[config.mk]
export PLATFORM = sky130hd
export DESIGN_NAME = hazard_detection_unit
export DESIGN_NICKNAME = d
export VERILOG_FILES = /design/src/rtl/hazard_detection_unit.sv
export SDC_FILE = /design/constraint.sdc
export NUM_CORES = 1
export LEC_CHECK = 0
export BUFFER_PORTS_ARGS = -buffer_cell sky130_fd_sc_hd__buf_2
export CAP_MARGIN = 15
export CELL_PAD_IN_SITES_DETAIL_PLACEMENT = 0
export CELL_PAD_IN_SITES_GLOBAL_PLACEMENT = 2
export CORE_AREA = 2 2 67 69
export CTS_BUF_LIST = sky130_fd_sc_hd__clkbuf_4 sky130_fd_sc_hd__clkbuf_8
export DETAILED_ROUTE_END_ITERATION = 8
export DIE_AREA = 0 0 69 71
export PLACE_DENSITY = 0.93
export SETUP_SLACK_MARGIN = 0.15
export SYNTH_ARGS = -nofsm -noshare
export SYNTH_HDL_FRONTEND = slang
export SYNTH_SLANG_ARGS = --single-unit
[constraint.sdc]
create_clock -name i_clk -period 3.45 [get_ports i_clk]
set_clock_uncertainty 0.05 [all_clocks]
set_input_delay 0.69 -clock i_clk [delete_from_list [all_inputs] [get_ports i_clk]]
set_output_delay 0.69 -clock i_clk [all_outputs]
set_load 0.005 [all_outputs]
[src/rtl/hazard_detection_unit.sv]
// Hazard detection unit for a 5-stage pipeline with branches resolved in ID.
//
// Detects load-use and branch-operand hazards against the instructions in EX
// and MEM, stalls the front end (PC and IF/ID held, bubble into ID/EX),
// flushes IF/ID on a taken branch, and freezes the pipeline on a debug halt.
//
// Ports:
//   i_clk, i_rst_n                 clock, asynchronous active-low reset
//   i_rs_ID, i_rt_ID               source registers of the ID instruction
//   i_use_rs_ID, i_use_rt_ID       ID instruction actually reads rs / rt
//   i_branch_ID, i_branch_taken    ID holds a branch / it resolved taken
//   i_reg_sel_EX, i_flg_reg_wr_en_EX, i_flg_mem_rd_EX   EX destination info
//   i_reg_sel_MEM, i_flg_mem_rd_MEM                     MEM destination info
//   i_halt                         debug freeze request
//   o_pc_wr_en, o_IF_ID_wr_en      front-end write enables
//   o_ID_EX_bubble, o_IF_ID_flush  insert NOP into ID/EX, clear IF/ID
//   o_stall_cycles                 saturating count of bubble cycles
module hazard_detection_unit (
  input  logic        i_clk,
  input  logic        i_rst_n,
  input  logic [4:0]  i_rs_ID,
  input  logic [4:0]  i_rt_ID,
  input  logic        i_use_rs_ID,
  input  logic        i_use_rt_ID,
  input  logic        i_branch_ID,
  input  logic        i_branch_taken,
  input  logic [4:0]  i_reg_sel_EX,
  input  logic        i_flg_reg_wr_en_EX,
  input  logic        i_flg_mem_rd_EX,
  input  logic [4:0]  i_reg_sel_MEM,
  input  logic        i_flg_mem_rd_MEM,
  input  logic        i_halt,
  output logic        o_pc_wr_en,
  output logic        o_IF_ID_wr_en,
  output logic        o_ID_EX_bubble,
  output logic        o_IF_ID_flush,
  output logic [15:0] o_stall_cycles
);

  typedef enum logic [1:0] {StRun, StStall, StHalt} state_e;

  state_e      state_q, state_d;
  logic [1:0]  cnt_q, cnt_d;
  logic [15:0] stall_cycles_q, stall_cycles_d;

  logic match_ex, match_mem;
  logic hz_any, hz_two;

  // r0 is hardwired zero, so a write to it never creates a dependency.
  always_comb begin
    match_ex  = (i_reg_sel_EX != 5'd0) &&
                ((i_use_rs_ID && (i_rs_ID == i_reg_sel_EX)) ||
                 (i_use_rt_ID && (i_rt_ID == i_reg_sel_EX)));
    match_mem = (i_reg_sel_MEM != 5'd0) &&
                ((i_use_rs_ID && (i_rs_ID == i_reg_sel_MEM)) ||
                 (i_use_rt_ID && (i_rt_ID == i_reg_sel_MEM)));
  end

  // A load in EX feeding a branch needs two stalls; every other hazard needs one.
  always_comb begin
    hz_two = i_branch_ID & i_flg_mem_rd_EX & match_ex;
    hz_any = (i_flg_mem_rd_EX & match_ex) |
             (i_branch_ID & i_flg_reg_wr_en_EX & ~i_flg_mem_rd_EX & match_ex) |
             (i_branch_ID & i_flg_mem_rd_MEM & match_mem);
  end

  // Outputs are combinational so a hazard stalls in the cycle it is seen.
  always_comb begin
    o_pc_wr_en     = 1'b1;
    o_IF_ID_wr_en  = 1'b1;
    o_ID_EX_bubble = 1'b0;
    o_IF_ID_flush  = 1'b0;
    if (!i_rst_n) begin
      o_pc_wr_en     = 1'b0;
      o_IF_ID_wr_en  = 1'b0;
      o_ID_EX_bubble = 1'b1;
    end else if (i_halt || (state_q == StHalt)) begin
      o_pc_wr_en    = 1'b0;
      o_IF_ID_wr_en = 1'b0;
    end else if ((state_q == StStall) || hz_any) begin
      // Branch outcome is not trusted while its operands are still in flight.
      o_pc_wr_en     = 1'b0;
      o_IF_ID_wr_en  = 1'b0;
      o_ID_EX_bubble = 1'b1;
    end else begin
      o_IF_ID_flush = i_branch_taken & i_branch_ID;
    end
  end

  always_comb begin
    state_d = state_q;
    cnt_d   = cnt_q;
    unique case (state_q)
      StRun: begin
        if (i_halt) begin
          state_d = StHalt;
        end else if (hz_two) begin
          cnt_d   = 2'd1;
          state_d = StStall;
        end
      end
      StStall: begin
        if (i_halt) begin
          state_d = StHalt;
        end else if (cnt_q <= 2'd1) begin
          cnt_d   = 2'd0;
          state_d = StRun;
        end else begin
          cnt_d = cnt_q - 2'd1;
        end
      end
      StHalt: begin
        // cnt stays frozen so the interrupted stall resumes where it left off.
        if (!i_halt) begin
          state_d = (cnt_q != 2'd0) ? StStall : StRun;
        end
      end
      default: begin
        state_d = StRun;
        cnt_d   = 2'd0;
      end
    endcase
  end

  always_comb begin
    stall_cycles_d = stall_cycles_q;
    if (o_ID_EX_bubble && (stall_cycles_q != 16'hFFFF)) begin
      stall_cycles_d = stall_cycles_q + 16'd1;
    end
  end

  always_ff @(posedge i_clk or negedge i_rst_n) begin
    if (!i_rst_n) begin
      state_q        <= StRun;
      cnt_q          <= 2'd0;
      stall_cycles_q <= 16'd0;
    end else begin
      state_q        <= state_d;
      cnt_q          <= cnt_d;
      stall_cycles_q <= stall_cycles_d;
    end
  end

  assign o_stall_cycles = stall_cycles_q;

endmodule

==> results of run 1 <==
cell usage after synthesis, types with 3 or more instances:
cell | instances | area (sq um)
xnor2_1 | 26 | 228
dfrtp_1 | 20 | 500
nand4_1 | 13 | 81.3
xor2_1 | 10 | 87.6
and3_1 | 7 | 43.8
nand2_1 | 7 | 26.3
nor2_1 | 6 | 22.5
o21ai_0 | 5 | 25.0
nand3_1 | 3 | 15.0
nor3_1 | 3 | 15.0
cells by family (layout without fill, tap and decap cells):
group	Yosys count	count (layout)	synth area share
flops	20	20	0.385
xor+xnor	36	36	0.242
simple gates	47	47	0.213
buf+inv	8	56	0.0423
mux	1	1	0.00865
fa+ha+maj	2	2	0.0173
compound gates	16	16	0.0913
area by class of cell:
| cell class | count | share of cell area |
|---|---|---|
| Multi-Input combinational cell | 102 | 0.454 |
| Sequential cell | 20 | 0.305 |
| Timing Repair Buffer | 50 | 0.154 |
| Tap cell | 52 | 0.0396 |
| Clock buffer | 3 | 0.0251 |
| Clock inverter | 1 | 0.0183 |
| Inverter | 2 | 0.00457 |
registers in the layout, summed over array words and instances, names as in the netlist:
| signal | cells |
|---|---|
| cnt_q | 2 |
| state_q | 2 |
| o_stall_cycles | 16 |
layer usage:
layer / up-vias / track usage
met5: - / 0
met4: 0 / 0.0479
met3: 2 / 0.0399
met2: 48 / 0.176
met1: 528 / 0.160
li1: 565 / -
report_power, final:
part / total, uW / internal, uW / switching, uW / leakage [uW]
logic: 218 / 114 / 104 / 0.000469
registers: 342 / 283 / 58.6 / 0.000263
clock network: 230 / 155 / 74.8 / 0.0000357
per-stage QoR:
stage	cells	hold slack [ns]	utilization
floorplan	130	0.344	-
global placement	226	0.429	0.374
detailed placement	226	0.430	0.374
CTS	230	0.365	0.391
global route	230	0.382	0.391
finish	230	0.362	0.391
critical path: stages:
cell and delay (ns):
buf_2 0.13, or4_4 0.56, o211a_1 0.25, nor2_1 0.14, nor4b_2 0.32, and3_1 0.19, buf_2 0.10
worst paths after layout:
check | endpoint | slack, ns | cells after the start
setup reg to reg | o_stall_cycles[1] | 1.29 | 7
hold / removal | o_stall_cycles[15] | 0.36 | 2
min in group i_clk | o_stall_cycles[5] | 0.44 | 1
hold reg to reg | o_stall_cycles[5] | 0.44 | 1
setup / recovery | o_IF_ID_flush | 0.33 | 7
max in group asynchronous | state_q[1] | 2.77 | 2
==> metrics.md, run 1 <==
| Metric | Value |
|---|---|
| Global-route wire length before repair | 4.82 mm |
| ANT nets after route | 0 |
| RD Place Congestion | 0.895 |
| Kind of capture point of the worst setup path | output port |
| Critical setup path kind | in -> out |
| Final layout net count | 210 |
| Status | completed |
| Count of standard-cell rows | 24 |
| Highest clock frequency the design can meet | 321 MHz |
| Tightest Hold Check Type | in -> async |
| Gate count after technology mapping | 130 |
| Routed wire length per instance | between 10 and 15 um |
| Total placed instance area | between 0.0015 and 0.002 sq mm |
| Crit path DAT | 2.38 ns |
| Post-Route WL | 2.88 mm |
| Startpoint of the lowest-slack register-to-register path | o_stall_cycles[3] |
| Detail-routed via count per cell | 4.97 |
| Number of buffers inserted by hold repair at cts | 0 |
| Minimum setup slack after placement | approximately 0.32 ns |
| Asr flop ratio synth | 1.00 |
| RSZ-0062 raised after global routing | false |
| Clock Sinks | 20 |
| Number of vias after detailed routing | roughly 1100 |
| Mean instance size in the synthesized netlist | 10.0 sq um |
| Die X-Extent | 69 um |
| Worst-skew pair later-pin latency | 0.26 ns |
| Final worst path period share | 0.904 |
| Final setup violating endpoints | 0 |
| I/O pin count | 50 |
| Commonest cells after routing, fill and taps aside | buf_2 (49), xnor2_1 (26), dfrtp_1 (20), nand4_1 (13), xor2_1 (10) |
| Most common library cell in the layout ignoring fill and taps | buf_2 |
| Min Clock Period, post-route | 3.12 ns |
| CTS Buf Count | 3 |
| Post-CTS resize count | 0 |
| Buffers on Ports | 49 |
| Total grt overflow | 0 |
| Unique cell type count in the Yosys netlist | 34 |
| Total of flip-flops plus latches after synthesis | 20 |
| Effective utilization at floorplan | 0.310 |
| Number of violations of the max-capacitance limit | 0 |
| HPWL after DPL | about 2.3 mm |
| CTS tree | yes |
| Count of TritonRoute iterations in the first routing pass | 4 |
| Die H | between 70 and 80 um |
| Total power | 789 uW |
| DRC violation total after the first TritonRoute iteration | 18 |
| Die area | about 0.005 sq mm |
| Leakage power of the design | 0.000767 uW |
| Worst slew pin tran | around 0.33 ns |
| Highest layer used for signal routing | met4 |
| Worst path required time | about 2.7 ns |
| Top FF cell, synth | dfrtp_1 |
| Final hold viol count | 0 |
| DRC violations left | 0 |
| Number of antenna violations at the first check in global routing | 0 |
| Aggregate global-route resource usage | 0.119 |
| Sort of element at the start of the critical path | primary input |
| Sequential cell area | about 500 sq um |
| Maximum fanout count along the critical path | 3 |
| Fill count | about 430 |
| Min setup slack post-route | about 0.33 ns |
| Max IR drop VDD | 0.296 mV |
| Deepest level of the CTS H-tree | 1 |
| Final max-slew violation count | 0 |
| Clock Root Buffer | clkbuf_8 |
| Diode count | 0 |
| Detail Route met2 WL | 1.24 mm |
| Power density over the cells | 481 mW/mm^2 |
| Startpoint of the worst setup timing path | i_reg_sel_EX[1] |
| Post-route setup TNS | 0 ns |
| Design area | about 0.0016 sq mm |
| Sum of met3 wire segment lengths after detailed routing | 253 um |
| Post-route met1 wirelength | 1.37 mm |
| Number of flops mapped to enable cells by yosys | 0 |
| Area Growth Syn to Fin | 26.3% |
| Sequential-to-total area share from yosys stat | 0.385 |
| Net count after synthesis | 161 |
| Setup bufs post-CTS | 0 |
| Via count of the first global-routing pass | 1068 |
| Pin count of the biggest net entering global routing | 22 |
| YS warnings | 0 |
| Cell Area, Synth | 0.00130 sq mm |
| Area taken by multi-input logic gates | about 750 sq um |
| Number of buffers on the longest clock path | 2 |
| Slew HR | 0.779 |
| CTS clock-pin slew for the worst setup and hold paths | 0.08 ns |
| Floorplan Core Area | 0.00420 sq mm |
| Share of post-route cells with drive strength above 1 | 0.360 |
No activity file was read; power rests on OpenSTA's default activity.
==> run 2, diff against run 1 <==
==> constraint.sdc (replaced) <==
create_clock -name i_clk -period 3.45 [get_ports i_clk]
set_clock_uncertainty 0.05 [all_clocks]
set_input_delay 0.1725 -clock i_clk [delete_from_list [all_inputs] [get_ports i_clk]]
set_output_delay 0.1725 -clock i_clk [all_outputs]
set_load 0.005 [all_outputs]
==> run 2 against run 1 <==
Compared with the run above:
- first-iteration DRC count grew 94%
- design area down 1.7%
- critical path depth is the same
- sequential share of layout area is 0.52 points higher
- via count decreased by 0.44%
- register-to-register slack about the same
- non-clock buffer count unchanged
- largest cell class unchanged
- global-route usage rose by 0.40 points
- core utilization decreased by 0.65 points
- sequential cell count did not move
- wire length increased by 3.8%
- sequential power about the same
==> metrics.md, run 2 (synthesis gave the netlist of run 1 again) <==
| Metric | Value |
|---|---|
| Most crowded layer after global routing | met2 |
| Global routing usage on met1 | 0.172 |
| Cell type with the highest occurrence count on the critical path | and3_1 |
| Share of total power in combinational logic | 0.316 |
| Highest clock frequency the design can meet | 464 MHz |
| Portion of total power attributed to the clock network | 0.201 |
| Commonest cells after routing, fill and taps aside | buf_2 (49), xnor2_1 (26), dfrtp_1 (20), nand4_1 (13), xor2_1 (10) |
| Clock Root Buffer | clkbuf_8 |
| Area Growth Syn to Fin | 24.1% |
| Kind of capture point of the worst setup path | flop |
| Post-Route WL | ~3.0 mm |
| Highest-delay cell along the critical path | dfrtp_1 |
| Deepest level of the CTS H-tree | 1 |
| Via count of the first global-routing pass | 1049 |
| Met3 global-route usage | 0.0271 |
| Maximum fanout count along the critical path | 16 |
| CP Depth | 7 |
| Worst path required time | approximately 3.5 ns |
| Final worst path period share | 0.625 |
| Post-CTS resize count | 0 |
| Number of buffer and inverter instances along the worst setup path | 0 |
| Diode count | 0 |
| RD Place Congestion | 0.831 |
| Slew HR | 0.683 |
| Number of violations of the max-capacitance limit | 0 |
| Worst Hold Path Cells | 2 |
| Max IR drop VDD | 0.307 mV |
| Pin count of the biggest net entering global routing | 23 |
| Effective utilization at floorplan | 0.310 |
| Die H | 71 um |
| Min Clock Period, post-route | 2.16 ns |
| Sort of element at the start of the critical path | flop |
| Power density over the cells | 439 mW/mm^2 |
| Crit path DAT | 2.24 ns |
| Share of post-route cells with drive strength above 1 | 0.350 |
| Die area | ~0.0049 sq mm |
| Worst-skew pair later-pin latency | ~0.25 ns |
| Total grt overflow | 0 |
| I/O pin count | 50 |
| Routed wire length per instance | 13.0 um |
| CTS tree | yes |
| Family with the most delay on the worst path | simple AND/OR/NAND/NOR gates |
| DRC violations left | 0 |
| RSZ-0062 raised after global routing | false |
| CTS Buf Count | 3 |
| ANT nets after route | 0 |
| Count of standard-cell rows | 24 |
| Global-route wire length before repair | 5.02 mm |
| Total placed instance area | 0.00156 sq mm |
| Floorplan Core Area | 0.00420 sq mm |
| Number of vias after detailed routing | 1138 |
| CP cell instances | and3_1, and3_1, and3_2, nand3_1, o21ai_0, nand2_2, mux2_2 |
| Final layout net count | 210 |
| Status | completed |
| Number of antenna violations at the first check in global routing | 0 |
| Final setup violating endpoints | 0 |
| Largest incremental delay on the critical path | 0.42 ns |
| Design area | 0.00162 sq mm |
| Min Hold Slack | 0.168 ns |
| Final max-slew violation count | 0 |
| Die X-Extent | 69 um |
| Worst slew pin tran | 0.476 ns |
| Number of buffers on the longest clock path | 2 |
| HPWL after DPL | 2.38 mm |
| Number of flip-flops in the largest register | 16 |
| Most common library cell in the layout ignoring fill and taps | buf_2 |
| Post-route setup TNS | 0 ns |
| Detail-routed via count per cell | about 5.0 |
| Switching part of the total power | 0.328 |
| GRT met2 Usage | 0.197 |
| Internal power contribution | between 400 and 500 uW |
| Count of TritonRoute iterations in the first routing pass | 4 |
| Switching component of the power | 232 uW |
| DRC violation total after the first TritonRoute iteration | 35 |
| Total power | 709 uW |
| Buffers on Ports | 49 |
| Tightest Hold Check Type | in -> reg |
| Final hold viol count | 0 |
| Aggregate global-route resource usage | 0.123 |
| Clock Sinks | 20 |
| Power share of the sequential group | 0.483 |
| Leakage power of the design | 0.000752 uW |
| Critical setup path kind | reg -> reg |
| Worst Reg-to-Reg Cells | 7 |
| CTS clock-pin slew for the worst setup and hold paths | 0.07 ns |
[run 2: cell count changes in the layout (fill, tap and decap cells not counted), sizes merged]
cell,change
dlygate4sd3,+1
buf,-1
bufinv,-1
[run 2: power by group through the flow]
stage	registers [uW]	logic [uW]	clock network (uW)
2_1_floorplan	335	138	0
3_3_place_gp	344	219	0
3_5_place_dp	345	224	0
4_1_cts	342	226	150
5_1_grt	353	248	160
6_report	342	224	142
[run 2: repair_timing]
| action | CTS | global route |
|---|---|---|
| hold endpoints to repair | 20 | 0 |
| setup buffers | 0 | 0 |
| hold buffers | 1 | 0 |
[run 2: final cells by class]
class                           count  area, sq um
Multi-Input combinational cell    102          746
Timing Repair Buffer               50          255
Fill cell                         434         2590
Tap cell                           52         65.1
Sequential cell                    20          500
Clock buffer                        3         41.3
Inverter                            2         7.51
[run 2: worst paths after layout]
check	slack (ns)	start	endpoint
hold reg to reg	0.44	o_stall_cycles[12]	o_stall_cycles[12]
setup reg to reg	1.29	o_stall_cycles[3]	o_stall_cycles[1]
max in group asynchronous	2.65	i_rst_n	o_stall_cycles[15]
setup / recovery	1.29	o_stall_cycles[3]	o_stall_cycles[1]
min in group asynchronous	0.37	i_rst_n	o_stall_cycles[1]
hold / removal	0.17	i_halt	state_q[0]
[run 2: metrics by stage]
| stage | util | worst slack [ns] | std cells |
|---|---|---|---|
| after global routing | 0.384 | 1.09 | 229 |
| after floorplan | - | 1.50 | 130 |
| final | 0.384 | 1.29 | 229 |
| after global placement | 0.372 | 1.33 | 225 |
| after detailed placement | 0.372 | 1.30 | 225 |
| after CTS | 0.384 | 1.28 | 229 |
[run 2: metal layers]
| layer | up-vias | part of all wire |
|---|---|---|
| met5 | - | 0 |
| met1 | 524 | 0.47 |
| met4 | 0 | 0 |
| li1 | 561 | - |
| met3 | 0 | 0.097 |
| met2 | 53 | 0.43 |
==> run 3, diff against run 2 <==
--- a/config.mk
+++ b/config.mk
@@ -9,11 +9,11 @@
 export CAP_MARGIN = 15
 export CELL_PAD_IN_SITES_DETAIL_PLACEMENT = 0
 export CELL_PAD_IN_SITES_GLOBAL_PLACEMENT = 2
-export CORE_AREA = 2 2 67 69
+export CORE_AREA = 2 2 70 72
 export CTS_BUF_LIST = sky130_fd_sc_hd__clkbuf_4 sky130_fd_sc_hd__clkbuf_8
 export DETAILED_ROUTE_END_ITERATION = 8
-export DIE_AREA = 0 0 69 71
-export PLACE_DENSITY = 0.93
+export DIE_AREA = 0 0 72 74
+export PLACE_DENSITY = 0.86
 export SETUP_SLACK_MARGIN = 0.15
 export SYNTH_ARGS = -nofsm -noshare
 export SYNTH_HDL_FRONTEND = slang
==> constraint.sdc (replaced) <==
create_clock -name i_clk -period 2 [get_ports i_clk]
set_clock_uncertainty 0.05 [all_clocks]
set_input_delay 0.1 -clock i_clk [delete_from_list [all_inputs] [get_ports i_clk]]
set_output_delay 0.1 -clock i_clk [all_outputs]
set_load 0.005 [all_outputs]
==> run 3 against run 2 <==
Compared with the run above:
- power rose by 99%
- first-iteration DRC count fell by 34%
- wire length rose by 14%
- highest routed layer is now met4
- maximum frequency rose by 16%
- critical endpoint is now o_stall_cycles[15]
- critical path type unchanged
- register-to-register slack got worse by 1.1 ns
- via count rose by 8.8%
==> metrics.md, run 3 (synthesis gave the netlist of run 1 again) <==
| Metric | Value |
|---|---|
| Status | completed |
| Final hold viol count | 0 |
| Count of TritonRoute iterations in the first routing pass | 4 |
| Switching part of the total power | 0.323 |
| ANT nets after route | 0 |
| Area Growth Syn to Fin | 52.7% |
| Tightest Hold Check Type | in -> reg |
| RD Place Congestion | ~0.77 |
| Worst Reg-to-Reg Cells | 10 |
| Commonest cells after routing, fill and taps aside | buf_2 (46), xnor2_1 (26), buf_4 (24), dfrtp_1 (20), nand4_1 (13) |
| Critical setup path kind | reg -> reg |
| Clock Sinks | 20 |
| Final max-slew violation count | 0 |
| Leakage power of the design | 0.000930 uW |
| Minimum setup slack after placement | 0.0504 ns |
| CTS tree | yes |
| Post-Route WL | 3.41 mm |
| Startpoint of the lowest-slack register-to-register path | o_stall_cycles[10] |
| Die H | roughly 74 um |
| Diode count | 0 |
| Final layout net count | about 240 |
| Floorplan Core Area | 0.00460 sq mm |
| Crit path DAT | 1.94 ns |
| Sort of element at the start of the critical path | flop |
| CTS Buf Count | 3 |
| Die area | 0.00533 sq mm |
| Worst-skew pair later-pin latency | 0.26 ns |
| Via count of the first global-routing pass | 1168 |
| Final worst path period share | 0.927 |
| Slew HR | 0.816 |
| Deepest level of the CTS H-tree | 1 |
| Number of antenna violations at the first check in global routing | 0 |
| Post-route setup TNS | 0 ns |
| Power share of the sequential group | 0.399 |
| Most common library cell in the layout ignoring fill and taps | buf_2 |
| Die X-Extent | 72 um |
| Startpoint of the worst setup timing path | o_stall_cycles[10] |
| Highest clock frequency the design can meet | 539 MHz |
| Detail-routed via count per cell | 4.76 |
| Routed wire length per instance | 13.1 um |
| Internal power contribution | 953 uW |
| Min setup slack post-route | between 0.1 and 0.15 ns |
| Maximum fanout count along the critical path | 4 |
| Total grt overflow | 0 |
| Slack of the worst reg-to-reg path | 0.15 ns |
| Portion of total power attributed to the clock network | 0.186 |
| Worst slew pin tran | 0.276 ns |
| Min Clock Period, post-route | 1.85 ns |
| Critical path endpoint | o_stall_cycles[15] |
| DRC violation total after the first TritonRoute iteration | 23 |
| Total power | roughly 1400 uW |
| Power density over the cells | 709 mW/mm^2 |
| Aggregate global-route resource usage | 0.129 |
| RSZ-0062 raised after global routing | true |
| Max IR drop VDD | 0.504 mV |
| CTS clock-pin slew for the worst setup and hold paths | 0.07 ns |
| Share of total power in combinational logic | 0.415 |
| Number of buffers on the longest clock path | 2 |
| Clock Root Buffer | clkbuf_8 |
| Buffers on Ports | 49 |
| DRC violations left | 0 |
| Effective utilization at floorplan | 0.283 |
| Global-route wire length before repair | 5.47 mm |
| I/O pin count | 50 |
| Capture point of the worst reg-to-reg path | o_stall_cycles[15] |
| Final setup violating endpoints | 0 |
| Share of post-route cells with drive strength above 1 | 0.500 |
| Count of standard-cell rows | 25 |
| Switching component of the power | 456 uW |
| Number of vias after detailed routing | 1238 |
| Number of violations of the max-capacitance limit | 0 |
| HPWL after DPL | 2.60 mm |
| Number of flip-flops in the largest register | 16 |
| Worst path required time | between 2 and 2.5 ns |
| Pin count of the biggest net entering global routing | 22 |
| Kind of capture point of the worst setup path | flop |
-- run 3: cell types whose count changed in the layout (fill, tap and decap cells not counted), sizes merged --
| cell | change |
|---|---|
| buf | +29 |
-- run 3: power by group through the flow --
stage          Combinational [uW]  Clock (uW)  Sequential, uW
4_1_cts                       559         270             562
2_1_floorplan                 242           0             582
5_1_grt                       651         281             573
6_report                      584         262             562
3_3_place_gp                  492           0             572
3_5_place_dp                  494           0             572
-- run 3: final cells by class --
type                    count  area (sq um)
inverters                   2          7.51
fillers                   448          2610
flip-flops and latches     20           500
multi-input cells         102           818
well taps                  54          67.6
repair buffers             79           552
clock buffers               3          41.3
-- run 3: stage by stage --
stage           util  area, sq um  std cells  hold slack (ns)
2_1_floorplan      -         1330        130           -0.246
3_3_place_gp   0.378         1740        245           0.0678
3_5_place_dp   0.378         1740        245           0.0644
4_1_cts        0.414         1900        255            0.107
5_1_grt        0.432         1990        260            0.125
6_report       0.432         1990        260            0.116
-- run 3: timing repair --
action                     4_1_cts  5_1_grt
setup buffers                    5        5
resized for setup                8       14
cloned                           1        0
hold endpoints to repair        20        0
hold buffers                     1        0
pin swaps                       14       23
setup endpoints to repair       13       17
-- run 3: worst max-delay path, cell delays in order, from the launching register on --
cell	delay (ns)
dfrtp_1	0.38
and3_4	0.19
and3_4	0.18
and3_4	0.19
nand3_4	0.08
o221ai_2	0.09
nand2_2	0.12
buf_6	0.12
buf_16	0.10
nand4_1	0.09
xnor2_1	0.16
-- run 3: how the worst min path moves through the flow --
stage	from	to	slack (ns)	cells past startpoint
2_1_floorplan	i_rst_n	cnt_q[0]	-0.25	0
5_1_grt	i_halt	state_q[0]	0.12	2
3_5_place_dp	i_rst_n	o_stall_cycles[0]	0.06	2
4_1_cts	i_halt	state_q[0]	0.11	2
3_3_place_gp	i_rst_n	o_stall_cycles[0]	0.07	2
6_report	i_halt	state_q[0]	0.12	2
-- run 3: routing by layer --
metal	track usage	wire, um	up-vias
li1	-	-	626
met1	0.186	1590	561
met2	0.201	1550	49
met3	0.0217	247	2
met4	0.0398	17	0
met5	0	0	-
